$ cat config.mk
export PLATFORM = sky130hd
export DESIGN_NAME = ccff_chain_loader_flat
export DESIGN_NICKNAME = d
export VERILOG_FILES = /design/src/rtl/ccff_chain_loader_pkg.sv /design/src/rtl/ccff_chain_loader_if.sv /design/src/rtl/ccff_chain_loader_word_serializer.sv /design/src/rtl/ccff_chain_loader.sv /design/src/flat_wrapper.sv
export SDC_FILE = /design/constraint.sdc
export NUM_CORES = 1
export LEC_CHECK = 0
export ABC_AREA = 1
export CORE_ASPECT_RATIO = 0.8
export CORE_MARGIN = 2
export CORE_UTILIZATION = 55
export DETAILED_ROUTE_END_ITERATION = 12
export PLACE_DENSITY = 0.87
export SLEW_MARGIN = 0
export SYNTH_ARGS = -nofsm -noshare
export SYNTH_HDL_FRONTEND = slang
export SYNTH_HIERARCHICAL = 1
export SYNTH_SLANG_ARGS = --single-unit
$ cat constraint.sdc
create_clock -name prog_clk -period 2.33 [get_ports prog_clk]
set_input_delay 0.3495 -clock prog_clk [delete_from_list [all_inputs] [get_ports prog_clk]]
set_output_delay 0.3495 -clock prog_clk [all_outputs]
set_load 0.01 [all_outputs]
$ cat src/rtl/ccff_chain_loader_pkg.sv
// Shared types and sizing helpers for the configuration-chain loader.
package ccff_chain_loader_pkg;
  localparam int WORD_W_DEF    = 32;
  localparam int CHAIN_LEN_DEF = 1024;

  typedef enum logic [1:0] {IDLE, LOAD, DONE} state_e;

  // Width of a counter that must hold every value 0..n.
  function automatic int cnt_w(input int n);
    return $clog2(n + 1);
  endfunction
endpackage

$ cat src/rtl/ccff_chain_loader_if.sv
// Word handshake between the bitstream buffer (master) and the chain loader (slave).
interface ccff_chain_loader_if #(
  parameter int WORD_W = ccff_chain_loader_pkg::WORD_W_DEF
);
  logic [WORD_W-1:0] s_data;
  logic              s_valid;
  logic              s_ready;

  modport master (output s_data, output s_valid, input  s_ready);
  modport slave  (input  s_data, input  s_valid, output s_ready);
endinterface

$ cat src/rtl/ccff_chain_loader_word_serializer.sv
// Word-to-bit serializer: MSB first, registered head bit and chain clock enable.
module ccff_word_serializer
  import ccff_chain_loader_pkg::*;
#(
  parameter int WORD_W = WORD_W_DEF
) (
  input  logic                     prog_clk,
  input  logic                     pReset_n,
  input  logic                     clear,
  input  logic                     load,
  input  logic                     flush,
  input  logic [WORD_W-1:0]        data,
  output logic [cnt_w(WORD_W)-1:0] rem,
  output logic                     ccff_head,
  output logic                     ccff_shift_en
);
  localparam int REM_W = cnt_w(WORD_W);

  logic [WORD_W-1:0] shreg;

  always_ff @(posedge prog_clk or negedge pReset_n) begin
    if (!pReset_n) begin
      shreg         <= '0;
      rem           <= '0;
      ccff_head     <= 1'b0;
      ccff_shift_en <= 1'b0;
    end else if (clear) begin
      rem           <= '0;
      ccff_shift_en <= 1'b0;
    end else begin
      ccff_shift_en <= (rem != '0);
      if (rem != '0) begin
        ccff_head <= shreg[WORD_W-1];
        shreg     <= {shreg[WORD_W-2:0], 1'b0};
        // Chain full: drop the pad bits still sitting in the LSBs.
        rem       <= flush ? '0 : rem - REM_W'(1);
      end
      // Loading while the last old bit leaves keeps back-to-back words gapless.
      if (load) begin
        shreg <= data;
        rem   <= REM_W'(WORD_W);
      end
    end
  end
endmodule

$ cat src/rtl/ccff_chain_loader.sv
// Configuration chain loader: feeds CHAIN_LEN bits into ccff_head and watches ccff_tail.
module ccff_chain_loader
  import ccff_chain_loader_pkg::*;
#(
  parameter int WORD_W    = WORD_W_DEF,
  parameter int CHAIN_LEN = CHAIN_LEN_DEF
) (
  input  logic               prog_clk,
  input  logic               pReset_n,
  input  logic               start,
  ccff_chain_loader_if.slave s_if,
  output logic               ccff_head,
  output logic               ccff_shift_en,
  input  logic               ccff_tail,
  output logic               busy,
  output logic               done,
  output logic               tail_err
);
  localparam int CNT_W = cnt_w(CHAIN_LEN);
  localparam int REM_W = cnt_w(WORD_W);

  state_e           state;
  logic [CNT_W-1:0] bit_cnt;
  logic [REM_W-1:0] rem;
  logic             go, shifting, hs, last;
  logic [31:0]      fill;

  assign go       = start && (state != LOAD);
  assign shifting = (rem != '0);
  assign last     = shifting && (bit_cnt == CNT_W'(CHAIN_LEN - 1));
  // Bits already sent plus bits still queued; no new word once that covers the chain.
  assign fill        = 32'(bit_cnt) + 32'(rem);
  assign s_if.s_ready = (state == LOAD) && (rem <= REM_W'(1)) && (fill < 32'(CHAIN_LEN));
  assign hs          = s_if.s_valid && s_if.s_ready;

  always_ff @(posedge prog_clk or negedge pReset_n) begin
    if (!pReset_n) begin
      state    <= IDLE;
      bit_cnt  <= '0;
      busy     <= 1'b0;
      done     <= 1'b0;
      tail_err <= 1'b0;
    end else if (go) begin
      state    <= LOAD;
      bit_cnt  <= '0;
      busy     <= 1'b1;
      done     <= 1'b0;
      tail_err <= 1'b0;
    end else begin
      // Chain was cleared by reset, so any 1 reaching the tail is a fault.
      if (ccff_shift_en && ccff_tail) tail_err <= 1'b1;
      if (state == LOAD) begin
        if (shifting) bit_cnt <= bit_cnt + CNT_W'(1);
        if (bit_cnt == CNT_W'(CHAIN_LEN)) begin
          state <= DONE;
          busy  <= 1'b0;
          done  <= 1'b1;
        end
      end
    end
  end

  ccff_word_serializer #(.WORD_W(WORD_W)) u_ser (
    .prog_clk      (prog_clk),
    .pReset_n      (pReset_n),
    .clear         (go),
    .load          (hs),
    .flush         (last),
    .data          (s_if.s_data),
    .rem           (rem),
    .ccff_head     (ccff_head),
    .ccff_shift_en (ccff_shift_en)
  );
endmodule

$ cat src/flat_wrapper.sv
// flat-port wrapper written by rule: the top's interface ports become plain ports
module ccff_chain_loader_flat import ccff_chain_loader_pkg::*;
#(
  parameter int WORD_W    = WORD_W_DEF,
  parameter int CHAIN_LEN = CHAIN_LEN_DEF
)
  (prog_clk, pReset_n, start, ccff_head, ccff_shift_en, ccff_tail, busy, done, tail_err, s_if_s_data, s_if_s_valid, s_if_s_ready);
  ccff_chain_loader_if #(.WORD_W(WORD_W)) s_if_i ();
  input  logic prog_clk;
  input  logic pReset_n;
  input  logic start;
  output logic ccff_head;
  output logic ccff_shift_en;
  input  logic ccff_tail;
  output logic busy;
  output logic done;
  output logic tail_err;
  input wire logic [$bits(s_if_i.s_data)-1:0] s_if_s_data;
  input wire logic [$bits(s_if_i.s_valid)-1:0] s_if_s_valid;
  output wire logic [$bits(s_if_i.s_ready)-1:0] s_if_s_ready;
  assign s_if_i.s_data = s_if_s_data;
  assign s_if_i.s_valid = s_if_s_valid;
  assign s_if_s_ready = s_if_i.s_ready;
  ccff_chain_loader #(.WORD_W(WORD_W), .CHAIN_LEN(CHAIN_LEN)) u_core (.prog_clk(prog_clk), .pReset_n(pReset_n), .start(start), .s_if(s_if_i), .ccff_head(ccff_head), .ccff_shift_en(ccff_shift_en), .ccff_tail(ccff_tail), .busy(busy), .done(done), .tail_err(tail_err));
endmodule
==> results of run 1 <==
==> worst paths after layout <==
path                                                   start                                  to  slack [ps]  depth (start not counted)
min in group prog_clk      u_core/u_ser/shreg[0]$_DFFE_PN0P_   u_core/u_ser/shreg[0]$_DFFE_PN0P_         490                          2
setup reg to reg               u_core/bit_cnt[5]$_DFFE_PN0P_  u_core/u_ser/shreg[23]$_DFFE_PN0P_         190                         13
hold reg to reg            u_core/u_ser/shreg[0]$_DFFE_PN0P_   u_core/u_ser/shreg[0]$_DFFE_PN0P_         490                          2
max in group asynchronous                           pReset_n     u_core/u_ser/rem[3]$_DFFE_PN0P_        1670                          2
setup / recovery               u_core/bit_cnt[5]$_DFFE_PN0P_                        s_if_s_ready         150                          8
hold / removal                                      pReset_n       u_core/bit_cnt[6]$_DFFE_PN0P_          -6                          1
==> where the power goes <==
group	switching, mW	internal (mW)
registers	0.259	1.29
clock network	0.322	0.240
logic	1.06	0.769
==> cell families (layout without fill, tap and decap cells) <==
logic type / count (synthesis) / count (layout) / synth area share
buffers and inverters: 47 / 104 / 0.0670
xor gates and xnor gates: 2 / 2 / 0.00562
AOI/OAI and AO/OA: 19 / 20 / 0.0369
adders and majority gates: 9 / 9 / 0.0361
and+or+nand+nor: 319 / 319 / 0.421
DFF: 54 / 54 / 0.433
==> synth_stat cells <==
| master | number |
|---|---|
| clkbuf_1 | 3 |
| o21ai_1 | 1 |
| dfrtp_1 | 54 |
| inv_2 | 3 |
| nand3_1 | 13 |
| nand2_1 | 248 |
| nor2_1 | 31 |
| nor3_1 | 4 |
| o21bai_1 | 1 |
| nand4_1 | 6 |
| a21oi_1 | 7 |
| ha_1 | 9 |
| o21ai_4 | 1 |
| o21ai_2 | 1 |
| buf_2 | 8 |
| nor4_1 | 1 |
| xnor2_1 | 1 |
| nor2_2 | 4 |
| nor2_4 | 3 |
| inv_1 | 30 |
| nand2_2 | 4 |
| buf_6 | 3 |
| o21ai_0 | 7 |
| nand3_2 | 3 |
| xor2_1 | 1 |
| nand4_2 | 1 |
| a21o_1 | 1 |
| nand2_4 | 1 |
==> state kept, by name (all words and copies together), names as in the netlist <==
register and flops:
u_core/bit_cnt 11, u_core/done 1, u_core/state 1, u_core/tail_err 1
u_core/u_ser/ccff_head 1, u_core/u_ser/ccff_shift_en 1, u_core/u_ser/rem 6, u_core/u_ser/shreg 32
==> worst max-delay path: stages (launching register included) <==
cell and delay, ps:
dfrtp_1 440, ha_4 300, nand3_1 70, nor2_1 130
nand3_1 90, nand2_1 80, nand3_2 100, inv_1 80
clkdlybuf4s15_1 230
==> layout make-up <==
class                      count  area, um^2
clock inverter                 2        12.5
fill                         447        1610
multi-input combinational    350        1610
tap                           78        97.6
clock buffer                   6        82.6
inverter                      33         124
sequential                    54        1360
timing repair buffer          63         573
==> per-stage QoR <==
stage / hold WS, ps / setup TNS (ps) / worst slack [ps] / power (mW)
finish: -5.56 / 0 / 145 / 3.93
detailed placement: 358 / 0 / 76.9 / 3.17
CTS: 3.88 / 0 / 48.9 / 3.80
global placement: 359 / 0 / 127 / 3.08
global route: 20.8 / -2.84 / -2.84 / 4.27
floorplan: 53.9 / 0 / 343 / 2.67
==> routing by layer <==
| layer | share of wire | wire [um] | up-vias |
|---|---|---|---|
| li1 | - | - | 1492 |
| met2 | 0.48 | 3510 | 95 |
| met3 | 0.060 | 441 | 8 |
| met1 | 0.45 | 3330 | 1356 |
| met5 | 0 | 0 | - |
| met4 | 0.010 | 76 | 0 |
==> cell usage in the layout (no fill, tap or decap), types with 2 or more instances in the layout <==
cell type	instances
nand3_1	13
nor2_4	4
clkdlybuf4s50_1	40
ha_4	3
nand3_2	3
nor2_1	30
buf_4	21
a21oi_1	7
nand4_1	6
nor2_2	4
nand2_2	4
dfrtp_2	3
clkbuf_8	6
dfrtp_1	51
o21ai_0	7
nor3_1	4
ha_1	6
inv_2	3
inv_1	30
o21ai_2	2
nand2_1	248
==> timing repair <==
item | in CTS | in global routing
resized for setup | 3 | 6
setup endpoints to repair | 1 | 34
hold buffers | 0 | 0
pin swaps | 0 | 4
cloned | 0 | 1
buffers inserted | 4 | 3
==> results.sh, run 1 <==
export IMPL_outcome="complete, but fails checks"
export IMPL_violations="hold timing"
export IMPL_ant_nets=0
export IMPL_final_util=0.706
export IMPL_start_util=0.571
export IMPL_holdWs_ps=-5.56
export IMPL_grt_pass1_wl_um=12000
export IMPL_gp_congestion=0.947
export IMPL_grt_pass1_vias=2682
export IMPL_top_usage_layer="met2"
export IMPL_hold_viol=7
export IMPL_slew_violations=0
export IMPL_yosys_cell_types_count=28
export IMPL_clk_latency_ps=320
export IMPL_grt_util_met2=0.381
export IMPL_finClkSkew_ps=4.70
export IMPL_clk_pin_slew_ps=100
export IMPL_avgSynthCellArea_um2=6.93
export IMPL_leakagePower_nw=2.06
export IMPL_nets=553
export IMPL_timing_final_crit_period_ps=2180
export IMPL_synthTopCellsByArea="dfrtp_1 (43%), nand2_1 (30%), nor2_1 (3.7%), ha_1 (3.6%), inv_1 (3.6%)"
export IMPL_crit_arrival_ps=1840
export IMPL_worst_slew_pin_slew_ps=674
export IMPL_diodes=0
export IMPL_setup_viol=0
export IMPL_numCtsBuffers=5
export IMPL_area_growth_pct=23.7
export IMPL_antenna_found_initial=0
export IMPL_min_path_type="in -> async"
export IMPL_fp_dieH_um=71.4
export IMPL_met3_usage=0.0611
export IMPL_fin_crit_sh=0.938
export IMPL_syn_inst=450
export IMPL_wl_um=7360
export IMPL_drive_gt1_frac=0.116
export IMPL_vias_per_cell=5.04
export IMPL_routedWlPerCell_um=12.6
export IMPL_ys_ff_latch=54
export IMPL_final_cells=586
export IMPL_design_area_um2=3860
export IMPL_clock_path_buffers=2
export IMPL_timing_worst_setup_path_type="reg -> out"
export IMPL_power_density_nw_per_um2=1020
export IMPL_ys_warnings_count=6
export IMPL_htreeDepth=2
export IMPL_max_cap_viol_count=0
export IMPL_critPathLaunchType="flop"
export IMPL_root_buffer="clkbuf_8"
export IMPL_fmax_mhz=458
export IMPL_grt_max_degree=34
export IMPL_synthDominantCellAreaShare=0.433
export IMPL_via_count=2951
export IMPL_grtUsageMet1=0.346
export IMPL_overflow=0
export IMPL_dr_first_iter_drc_count=310
export IMPL_core_area_um2=5470
export IMPL_dieArea_um2=6290
export IMPL_syn_area_um2=3120
export IMPL_placed_cells=570
export IMPL_yosysTopAreaCell="dfrtp_1"
export IMPL_grt_usage=0.245
export IMPL_rows=24
export IMPL_crit_required_ps=1980
export IMPL_synth_seq_area_share=0.433
export IMPL_cts_sinks=54
export IMPL_dpl_instance_area_um2=3650
export IMPL_end_kind="output pin"
export IMPL_firstDrtPassIters=4
export IMPL_cts_tree="done"
export IMPL_hpwl_um=5040
export IMPL_port_buffers=42
export IMPL_relSlewSlack=0.551
export IMPL_ir_drop_uv=490
export IMPL_ioPinCount=43
export IMPL_drc_errors=0
export IMPL_die_x_um=88.2
export IMPL_syn_num_nets=496
export IMPL_critPathMaxFanout=3
No activity file was read; power rests on OpenSTA's default activity.
==> inputs of run 2 (changes only) <==
--- a/config.mk
+++ b/config.mk
@@ -9,6 +9,7 @@
 export CORE_ASPECT_RATIO = 0.8
 export CORE_MARGIN = 2
 export CORE_UTILIZATION = 55
+export CTS_CLUSTER_SIZE = 30
 export DETAILED_ROUTE_END_ITERATION = 12
 export PLACE_DENSITY = 0.87
 export SLEW_MARGIN = 0
==> results of run 2 <==
The final DEF is identical to that of run 1; final timing and power are the same.
==> inputs of run 3 (changes only) <==
--- a/config.mk
+++ b/config.mk
@@ -7,7 +7,7 @@
 export LEC_CHECK = 0
 export ABC_AREA = 1
 export CORE_ASPECT_RATIO = 0.8
-export CORE_MARGIN = 2
+export CORE_MARGIN = 5
 export CORE_UTILIZATION = 55
 export CTS_CLUSTER_SIZE = 30
 export DETAILED_ROUTE_END_ITERATION = 12
==> results.sh, run 3 (synthesized netlist as in run 1, its figures left out) <==
export IMPL_final_util=0.712
export IMPL_r2r_start="u_core/bit_cnt[5]$_DFFE_PN0P_"
export IMPL_via_count=2933
export IMPL_die_x_um=94.2
export IMPL_dr_first_iter_drc_count=194
export IMPL_fmax_mhz=432
export IMPL_largest_register_ffs=32
export IMPL_worst_slew_pin_slew_ps=677
export IMPL_final_common_cell="nand2_1"
export IMPL_cp_cell_sequence="ha_4, nand2_1, nor2_1, nand2_1, nor2_1, nor2_1, nand3_2, inv_1, dlygate4sd2_1"
export IMPL_timing_critical_path_from="u_core/bit_cnt[3]$_DFFE_PN0P_"
export IMPL_crit_arrival_ps=1960
export IMPL_clock_path_buffers=2
export IMPL_hpwl_um=4830
export IMPL_overflow=0
export IMPL_relSlewSlack=0.549
export IMPL_route_met2_wl_um=3370
export IMPL_fp_dieH_um=77.4
export IMPL_combPwrFrac=0.460
export IMPL_dieArea_um2=7290
export IMPL_largestRegisters="u_core/u_ser/shreg (32), u_core/bit_cnt (11), u_core/u_ser/rem (6)"
export IMPL_start_util=0.571
export IMPL_ir_drop_uv=509
export IMPL_hold_viol=0
export IMPL_cts_hold_buffers=0
export IMPL_grt_pass1_vias=2749
export IMPL_dpl_instance_area_um2=3690
export IMPL_pre_cts_ws_ps=134
export IMPL_final_cell_mix="nand2_1 (248), dfrtp_1 (54), clkdlybuf4s50_1 (40)"
export IMPL_routedWlPerCell_um=12.3
export IMPL_design_area_um2=3890
export IMPL_cts_tree="done"
export IMPL_power_density_nw_per_um2=1030
export IMPL_root_buffer="clkbuf_8"
export IMPL_p_sw_mw=1.62
export IMPL_leakagePower_nw=2.08
export IMPL_min_path_type="in -> async"
export IMPL_wl_um=7200
export IMPL_port_buffers=42
export IMPL_drive_gt1_frac=0.107
export IMPL_clk_pin_slew_ps=100
export IMPL_critPathMaxFanout=3
export IMPL_highest_layer="met4"
export IMPL_timing_final_crit_period_ps=2310
export IMPL_critPathLaunchType="flop"
export IMPL_setup_ws_ps=15.9
export IMPL_grt_max_degree=55
export IMPL_grt_pass1_wl_um=12300
export IMPL_timing_worst_setup_path_type="reg -> out"
export IMPL_wl_met1_um=3320
export IMPL_ant_nets=0
export IMPL_max_cap_viol_count=0
export IMPL_crit_top_cell="nor2_1"
export IMPL_end_kind="output pin"
export IMPL_vias_per_cell=5.02
export IMPL_finClkSkew_ps=6.17
export IMPL_outcome="complete, no violations"
export IMPL_diodes=0
export IMPL_critPathBufInv=2
export IMPL_wl_met3_um=413
export IMPL_power_frac_seq=0.379
export IMPL_swShare=0.404
export IMPL_rows=24
export IMPL_core_area_um2=5470
export IMPL_fin_crit_sh=0.993
export IMPL_drc_errors=0
export IMPL_setup_viol=0
export IMPL_antenna_found_initial=0
export IMPL_crit_slowest_cell="dfrtp_1"
export IMPL_area_growth_pct=24.7
export IMPL_power_internal_mw=2.39
export IMPL_cts_sinks=54
export IMPL_grt_usage=0.205
export IMPL_ioPinCount=43
export IMPL_numCtsBuffers=5
export IMPL_firstDrtPassIters=5
export IMPL_largest_register="u_core/u_ser/shreg"
export IMPL_pwr_share_clk=0.160
export IMPL_nets=551
export IMPL_critPathMaxStageDelay_ps=440
export IMPL_crit_family="simple AND/OR/NAND/NOR gates"
export IMPL_htreeDepth=2
export IMPL_clk_latency_ps=310
export IMPL_slew_violations=0
export IMPL_crit_required_ps=1980
export IMPL_gp_congestion=0.851
## run 3: changes by cell type in the layout (fill, tap and decap cells not counted)
cell	change
buf_12	+3
buf_4	-4
bufinv_16	+1
clkbuf_1	+1
clkbuf_8	-1
clkdlybuf4s15_1	-1
clkinv_2	-1
dfrtp_1	+3
dfrtp_2	-3
dlygate4sd2_1	+1
nor2_1	-1
nor2_2	+1
o21ai_2	-1
## run 3: stage by stage
| step | instances | hold WS (ps) | setup TNS [ps] | power [mW] |
|---|---|---|---|---|
| CTS | 581 | 183 | 0 | 3.89 |
| global placement | 570 | 456 | 0 | 3.13 |
| global route | 584 | 221 | -63.6 | 4.38 |
| detailed placement | 570 | 465 | 0 | 3.21 |
| floorplan | 450 | 53.9 | 0 | 2.67 |
| finish | 584 | 142 | 0 | 4.01 |
## run 3: final cells by class
class,count,area (um^2)
Clock buffer,6,72.6
Clock inverter,2,37.5
Fill cell,440,1570
Inverter,33,124
Multi-Input combinational cell,349,1610
Sequential cell,54,1350
Tap cell,78,97.6
Timing Repair Buffer,62,602
## run 3: path summary, 6_finish.rpt
check / cells past startpoint / endpoint / slack (ps)
worst max register to register: 14 / u_core/u_ser/shreg[8]$_DFFE_PN0P_ / 140
worst max-delay path: 9 / s_if_s_ready / 20
worst min-delay path: 2 / u_core/bit_cnt[10]$_DFFE_PN0P_ / 140
min in group prog_clk: 2 / u_core/u_ser/shreg[19]$_DFFE_PN0P_ / 490
max in group asynchronous: 2 / u_core/u_ser/shreg[7]$_DFFE_PN0P_ / 1730
worst min register to register: 2 / u_core/u_ser/shreg[19]$_DFFE_PN0P_ / 490
## run 3: power groups by stage
stage	Combinational (mW)	Sequential (mW)	Clock (mW)
6_report	1.84	1.52	0.642
5_1_grt	2.12	1.56	0.694
4_1_cts	1.75	1.50	0.648
3_5_place_dp	1.68	1.53	0
3_3_place_gp	1.62	1.51	0
2_1_floorplan	1.15	1.52	0
## run 3: worst reg2reg max path: cells and delay by family, from the launching register on
family	cells	cell delay, ps
DFF	1	440
adders and majority gates	1	270
and+or+nand+nor	10	980
buffers and inverters	3	450
## run 3: repair_timing
| item | in CTS | in global routing |
|---|---|---|
| endpoints found under the hold margin | 0 | 0 |
| buffers inserted | 3 | 3 |
| setup endpoints to repair | 1 | 26 |
| cloned | 0 | 0 |
| pin swaps | 0 | 1 |
| resized for setup | 1 | 5 |
## run 3: routing by layer
metal,GRT usage,vias to the layer above
met5,0,-
met4,0.0606,0
met3,0.0445,12
met2,0.323,89
met1,0.287,1349
li1,-,1483
